`config.mk`:
```
export PLATFORM = sky130hd
export DESIGN_NAME = time_entry_buffer
export DESIGN_NICKNAME = d
export VERILOG_FILES = /design/src/rtl/microwave_timer_pkg.sv /design/src/rtl/bcd_time_normalize.sv /design/src/rtl/time_entry_buffer.sv
export SDC_FILE = /design/constraint.sdc
export NUM_CORES = 1
export LEC_CHECK = 0
export CAP_MARGIN = 20
export CORE_MARGIN = 10
export CORE_UTILIZATION = 50
export DETAILED_ROUTE_END_ITERATION = 10
export HOLD_SLACK_MARGIN = 0.08
export MAX_ROUTING_LAYER = met4
export PLACE_DENSITY = 0.83
export SLEW_MARGIN = 10
export SYNTH_ARGS = -nofsm -noshare
export SYNTH_HDL_FRONTEND = slang
export SYNTH_SLANG_ARGS = --single-unit
```
`constraint.sdc`:
```
create_clock -name clock -period 1.8 [get_ports clock]
set_clock_uncertainty 0.05 [all_clocks]
set_input_delay 0.27 -clock clock [delete_from_list [all_inputs] [get_ports clock]]
set_output_delay 0.27 -clock clock [all_outputs]
set_load 0.02 [all_outputs]
```
`src/rtl/microwave_timer_pkg.sv`:
```
// Shared types and constants for the microwave timer keypad/counter slice.
package microwave_timer_pkg;

  localparam int         DIGIT_W     = 4;
  localparam int         MAX_DIGITS  = 3;
  localparam logic [3:0] START_CODE  = 4'hA;
  localparam logic [3:0] CANCEL_CODE = 4'hB;

  typedef enum logic [1:0] {
    ST_IDLE  = 2'd0,
    ST_ENTRY = 2'd1,
    ST_LOAD  = 2'd2,
    ST_ARMED = 2'd3
  } state_e;

  function automatic logic is_digit(input logic [DIGIT_W-1:0] code);
    return code <= 4'd9;
  endfunction

endpackage

```
`src/rtl/bcd_time_normalize.sv`:
```
// Turns a raw M:SS BCD entry into a legal M:SS value (tens-of-seconds <= 5).
// TIME_ENTRY_NORMALIZE_EN carries excess seconds into minutes; otherwise clamps to :59.
module bcd_time_normalize
  import microwave_timer_pkg::*;
(
  input  logic [3*DIGIT_W-1:0] buf_i,
  output logic [3*DIGIT_W-1:0] time_o
);

  logic [DIGIT_W-1:0] b2, b1, b0;
  assign {b2, b1, b0} = buf_i;

  always_comb begin
    time_o = buf_i;
    if (b1 > 4'd5) begin
`ifdef TIME_ENTRY_NORMALIZE_EN
      // keys only supply 0-9, so b1-6 stays within 0..3
      if (b2 == 4'd9) time_o = 12'h959;
      else            time_o = {b2 + 4'd1, b1 - 4'd6, b0};
`else
      time_o = {b2, 4'd5, 4'd9};
`endif
    end
  end

endmodule

```
`src/rtl/time_entry_buffer.sv`:
```
// Keypad M:SS entry buffer feeding the down-counter chain: collects digits,
// normalizes on START, pulses loadn, holds run until the chain reaches zero.
// Optional feature macro: TIME_ENTRY_NORMALIZE_EN (see bcd_time_normalize).
module time_entry_buffer
  import microwave_timer_pkg::*;
(
  input  logic               clock,
  input  logic               clrn,
  input  logic               key_valid,
  input  logic [DIGIT_W-1:0] key_code,
  input  logic               timer_zero,
  output logic [DIGIT_W-1:0] min_ones,
  output logic [DIGIT_W-1:0] sec_tens,
  output logic [DIGIT_W-1:0] sec_ones,
  output logic               loadn,
  output logic               run,
  output logic               done,
  output logic [1:0]         digit_cnt
);

  state_e                 state_q, state_d;
  logic [3*DIGIT_W-1:0]   buf_q, buf_d;
  logic [3*DIGIT_W-1:0]   out_q, out_d;
  logic [3*DIGIT_W-1:0]   norm;
  logic [1:0]             cnt_q, cnt_d;
  logic                   loadn_q, loadn_d;
  logic                   run_q, run_d;
  logic                   done_q, done_d;
  logic                   key_dig, key_start, key_cancel;

  bcd_time_normalize u_norm (
    .buf_i  (buf_q),
    .time_o (norm)
  );

  assign key_dig    = key_valid && is_digit(key_code);
  assign key_start  = key_valid && (key_code == START_CODE);
  assign key_cancel = key_valid && (key_code == CANCEL_CODE);

  always_comb begin
    state_d = state_q;
    buf_d   = buf_q;
    out_d   = out_q;
    cnt_d   = cnt_q;
    loadn_d = 1'b1;
    run_d   = run_q;
    done_d  = 1'b0;
    // CANCEL overrides everything, including a same-cycle timer_zero
    if (key_cancel) begin
      state_d = ST_IDLE;
      buf_d   = '0;
      cnt_d   = '0;
      run_d   = 1'b0;
    end else begin
      unique case (state_q)
        ST_IDLE: begin
          if (key_dig) begin
            buf_d   = {8'h00, key_code};
            cnt_d   = 2'd1;
            state_d = ST_ENTRY;
          end
        end
        ST_ENTRY: begin
          if (key_dig) begin
            if (cnt_q < 2'(MAX_DIGITS)) begin
              buf_d = {buf_q[2*DIGIT_W-1:0], key_code};
              cnt_d = cnt_q + 2'd1;
            end
          end else if (key_start) begin
            if (buf_q != '0) begin
              out_d   = norm;
              loadn_d = 1'b0;
              state_d = ST_LOAD;
            end else begin
              buf_d   = '0;
              cnt_d   = '0;
              state_d = ST_IDLE;
            end
          end
        end
        ST_LOAD: begin
          run_d   = 1'b1;
          state_d = ST_ARMED;
        end
        ST_ARMED: begin
          if (timer_zero) begin
            run_d   = 1'b0;
            done_d  = 1'b1;
            buf_d   = '0;
            cnt_d   = '0;
            state_d = ST_IDLE;
          end
        end
        default: state_d = ST_IDLE;
      endcase
    end
  end

  always_ff @(posedge clock or negedge clrn) begin
    if (!clrn) begin
      state_q <= ST_IDLE;
      buf_q   <= '0;
      out_q   <= '0;
      cnt_q   <= '0;
      loadn_q <= 1'b1;
      run_q   <= 1'b0;
      done_q  <= 1'b0;
    end else begin
      state_q <= state_d;
      buf_q   <= buf_d;
      out_q   <= out_d;
      cnt_q   <= cnt_d;
      loadn_q <= loadn_d;
      run_q   <= run_d;
      done_q  <= done_d;
    end
  end

  assign {min_ones, sec_tens, sec_ones} = out_q;
  assign loadn     = loadn_q;
  assign run       = run_q;
  assign done      = done_q;
  assign digit_cnt = cnt_q;

endmodule

```
==> results.cfg, run 1 <==
[run_status]
status = finished clean

[setup_path]
end_kind = output port
crit_path_start_kind = flop
cpPeakStageDelay_ns = 0.59
criticalPathCategory = reg2out
path_buf_inv = 1
crit_path_top_delay_cell = clkdlybuf4s50_1
crit_chain = clkdlybuf4s50_1
crit_required_ns = 1.48
cp_data_arrival_time_ns = 1.44
path_delay_family = buffers and inverters
r2r_slack_ns = 0.04
path_max_fanout = 1

[global_routing]
grt_pass1_wl_um = 5000
grt_overflow = 0
first_global_vias = 1062
grt.total_usage_pct = 12.5
grt_max_degree = 24
antenna_found_initial = 0

[clock_network]
clk_path_buf_depth = 2
clk_pin_slew_ns = 0.09
cts_tree = done
postCtsHoldBufs = 0
cts.htree.levels = 2
root_buffer = clkbuf_4
cts.repair.resized = 0
clk_latency_ns = 0.33
cts_buffers = 5
cts_sinks = 31
post_cts_buffers = 0

[routing]
routed_wl_um = 3140
drt-pass1-iter-count = 4
drt_iter0_markers = 53
via_per_inst = 5.76
routed-via-count = 1043
drc_errors = 0
ant_nets = 0
wl_per_cell_um = 17.3

[pwr]
p_leak_nw = 0.881
power.density_nw_per_um2 = 1570
irDropWorstVdd_mv = 1.10

[synthesis]
yosysSeqAreaShare_pct = 56.2
yosys_warnings = 0
synth.distinct_cells = 37
synth_seq_cells = 31
yosys.area.top_type = dfrtp_1
syn_area_per_cell_um2 = 12.8
syn_area_um2 = 1380
synthTopCellsByArea = dfrtp_1 54%, a22o_1 6.3%, mux2_4 5.4%
synth_top_area_share_pct = 54.3
synth.net_count = 117
syn_inst = 108

[sta]
tightest_slew_ns = 0.457
fmax_mhz = 567
relSlewSlack_pct = 69.4
setup_violations = 0
drv_slew = 0
min_period_ns = 1.76
hold_viol = 0
post-route-period-util_pct = 98.0

[layout]
num_antenna_cells = 0
regArea_um2 = 777
utilization_pct = 69.3
syn_to_final_growth_pct = 36.0
nFillCells = 194
drive_above_1_share_pct = 32.0
layout.nets = 158
stdcell_count = 181
multi_input_area_um2 = 578

[die]
dieArea_um2 = 5260
row_count = 19
pin_count = 25
start_util_pct = 51.0
die_w_um = 72.6
core_area_um2 = 2710
dieHeight_um = 72.6

[placement]
place_congestion = 0.896
place_hpwl_um = 2280
portBuffers = 24
placed_cells = 173

[worst_hold_path]
hp-class = in2async

[run]
cap_viol_max_count = 0
[layer usage]
metal,vias up,part of all wire (%),track usage [%]
met5,-,0,-
met3,9,5.0,2.59
met2,35,52,19.8
met4,0,2.8,7.59
met1,520,41,14.0
li1,479,-,-
[placed cells by master, fill, tap and decap left out, drive strengths merged, types with 3 or more instances in the layout]
master,Yosys,routed
buf,4,14
clkbuf,0,6
inv,4,4
a21oi,4,4
nand2,7,7
o21ai,3,3
and4b,3,3
nor4,3,3
nor2b,3,3
nor2,3,3
dfrtp,30,30
clkdlybuf4s50,0,24
mux2,10,10
a22o,12,12
nand2b,4,4
[sequential cells by signal, indices dropped and copies added (netlist names)]
signal	flops
buf_q	12
digit_cnt	2
done	1
loadn	1
out_q	12
run	1
state_q	2
[final timing paths]
check,cells past startpoint,from,to
worst max-delay path,1,loadn$_DFF_PN1_,loadn
worst min-delay path,1,clrn,out_q[5]$_DFFE_PN0P_
worst max register to register,5,buf_q[9]$_DFFE_PN0P_,out_q[4]$_DFFE_PN0P_
worst min register to register,1,out_q[7]$_DFFE_PN0P_,out_q[7]$_DFFE_PN0P_
max in group asynchronous,2,clrn,buf_q[4]$_DFFE_PN0P_
min in group clock,1,out_q[7]$_DFFE_PN0P_,out_q[7]$_DFFE_PN0P_
[synthesized netlist by cell type (all sizes together)]
cell    count
inv         4
a22o       12
nor3        1
a22oi       1
nor4        3
buf         4
o21ai       3
mux2       10
and2        2
a21oi       4
dfrtp      30
nand2b      4
ha          1
dfstp       1
a32o        2
or2         1
nor2        3
nor2b       3
nand4       1
nand2       7
mux2i       2
and3        1
and4b       3
nand4b      1
nand3       2
a221oi      1
or2b        1
[stage by stage]
stage	TNS, ns	setup WS, ns	hold WS, ns	area, um^2	power [mW]
6_report	0	0.0360	0.197	1880	2.96
3_5_place_dp	-4.80	-0.258	0.424	1770	2.36
4_1_cts	0	0.00664	0.205	1850	2.95
3_3_place_gp	-2.32	-0.115	0.421	1770	2.31
2_1_floorplan	0	0.166	-0.0756	1380	1.78
5_1_grt	-0.0426	-0.0177	0.213	1880	3.13
[power by group]
group	internal [mW]	total (mW)	switching, mW
clock	0.328	0.567	0.239
combinational	0.677	1.21	0.536
sequential	0.962	1.18	0.215
total	1.97	2.96	0.990
[cells by family (layout without fill, tap and decap cells)]
kind of cell | after synthesis | count (layout) | share of synthesized area [%]
muxes | 12 | 12 | 11.0
and+or+nand+nor | 33 | 33 | 14.9
buffers and inverters | 8 | 50 | 3.62
AOI/OAI and AO/OA | 23 | 23 | 13.3
adders and majority gates | 1 | 1 | 0.906
DFF | 31 | 31 | 56.3
[cell type report]
class	count	area share (%)
Timing Repair Buffer	38	20.4
Sequential cell	31	41.4
Clock buffer	6	2.73
Tap cell	31	2.07
Clock inverter	2	1.87
Multi-Input combinational cell	69	30.8
Inverter	4	0.799
Power figures use the tool's default switching activity.
==> inputs of run 2 (changes only) <==
GPL_TIMING_DRIVEN = 0   (was unset)
==> results.cfg, run 2 (synthesis results as in run 1) <==
[run_status]
status = finished clean

[routing]
via_per_inst = 5.64
drc_errors = 0
drt-pass1-iter-count = 4
routed-via-count = 987
ant_nets = 0
drt_iter0_markers = 35
routed_wl_um = 2820
wl_per_cell_um = 16.1

[setup_path]
criticalPathCategory = in2reg
r2r_start = buf_q[1]$_DFFE_PN0P_
r2r_cells = 5
startpoint = key_valid
cp_data_arrival_time_ns = 2.00
crit_path_start_kind = input pin
critPathCapture = buf_q[11]$_DFFE_PN0P_
r2r-end = out_q[10]$_DFFE_PN0P_
r2r_slack_ns = 0.06
crit_required_ns = 2.03
end_kind = flop
path_max_fanout = 10

[placement]
place_hpwl_um = 1990
place_congestion = 0.922
portBuffers = 24
placed_cells = 163

[sta]
post-route-period-util_pct = 98.6
hold_ws_ns = 0.449
min_period_ns = 1.78
setup_violations = 0
tightest_slew_ns = 0.672
relSlewSlack_pct = 55.2
drv_slew = 0
hold_viol = 0
fmax_mhz = 563

[die]
pin_count = 25
core_area_um2 = 2710
dieArea_um2 = 5260
start_util_pct = 51.0
row_count = 19
dieHeight_um = 72.6
die_w_um = 72.6

[global_routing]
antenna_found_initial = 0
grt_overflow = 0
grt.total_usage_pct = 11.4
grt_max_degree = 32
grt_pass1_wl_um = 4630
first_global_vias = 969

[layout]
layout.nets = 152
regArea_um2 = 777
drive_above_1_share_pct = 29.9
num_antenna_cells = 0
reg_top3 = buf_q x12, out_q x12
nFillCells = 206
syn_to_final_growth_pct = 32.4
layout_common_cells = 30 x dfrtp_1, 22 x clkdlybuf4s50_1, 10 x a22o_1
stdcell_count = 175
final_common_cell = dfrtp_1
multi_input_area_um2 = 599

[clock_network]
cts_sinks = 31
cts_buffers = 5
clk_pin_slew_ns = 0.10
root_buffer = clkbuf_4
cts_tree = done
cts.htree.levels = 2
clk_path_buf_depth = 2
clk_latency_ns = 0.34

[pwr]
p_leak_nw = 0.842
power.density_nw_per_um2 = 1560
irDropWorstVdd_mv = 1.24
power_mw = 2.86

[worst_hold_path]
hp-class = in2async

[run]
cap_viol_max_count = 0
-- run 2: cell types whose count changed in the layout (fill, tap and decap cells not counted), moves of 2 or more --
cell / before / now
buf_12: 3 / 0
buf_2: 0 / 2
buf_4: 11 / 3
buf_6: 0 / 2
clkdlybuf4s50_1: 24 / 22
-- run 2: worst min path at each step --
stage / endpoint / cells after the start / from
floorplan: buf_q[0]$_DFFE_PN0P_ / 0 / clrn
global placement: out_q[7]$_DFFE_PN0P_ / 1 / out_q[7]$_DFFE_PN0P_
detailed placement: out_q[1]$_DFFE_PN0P_ / 1 / clrn
CTS: out_q[7]$_DFFE_PN0P_ / 1 / out_q[7]$_DFFE_PN0P_
global route: out_q[7]$_DFFE_PN0P_ / 1 / out_q[7]$_DFFE_PN0P_
finish: out_q[5]$_DFFE_PN0P_ / 2 / clrn
-- run 2: area by class of cell --
type / instances / area share, %
buffer: 4 / 2.33
clock buffer: 6 / 2.80
clock inverter: 2 / 1.92
inverter: 4 / 0.821
multi-input combinational: 69 / 32.8
sequential: 31 / 42.5
tap: 31 / 2.12
timing repair buffer: 28 / 14.8
-- run 2: worst max-delay path: stages --
cell and delay, ns:
clkdlybuf4s50_1 0.50, and4b_1 0.26, buf_6 0.13, a221oi_1 0.33, a32o_2 0.22, buf_6 0.15
a22o_1 0.14
-- run 2: per-layer routing --
metal | GRT usage (%) | vias to the layer above | share of wire, %
met5 | - | - | 0
met4 | 4.64 | 0 | 0.82
met3 | 3.95 | 2 | 3.8
met2 | 16.7 | 19 | 50
met1 | 13.9 | 498 | 45
li1 | - | 468 | -
-- run 2: what timing repair did --
item,4_1_cts,5_1_grt
pin swaps,0,5
endpoints found under the hold margin,30,0
buffers inserted,0,3
hold buffers,1,0
setup endpoints to repair,5,16
gates resized for setup,2,8
-- run 2: per-stage QoR --
step	instance area, um^2	setup WS (ns)	TNS (ns)	utilization [%]
after detailed placement	1660	-0.376	-6.69	61.1
after global placement	1660	-0.308	-6.39	61.3
after CTS	1760	0.00319	0	65.1
after global routing	1830	-0.0183	-0.117	67.5
final	1830	0.0248	0	67.5
after floorplan	1380	0.166	0	-
-- run 2: power by group --
group	switching (mW)	total, mW	leakage [nW]	internal, mW
Combinational	0.460	1.07	0.410	0.607
Clock	0.237	0.565	0.0482	0.328
Sequential	0.267	1.23	0.384	0.961
Total	0.963	2.86	0.842	1.90
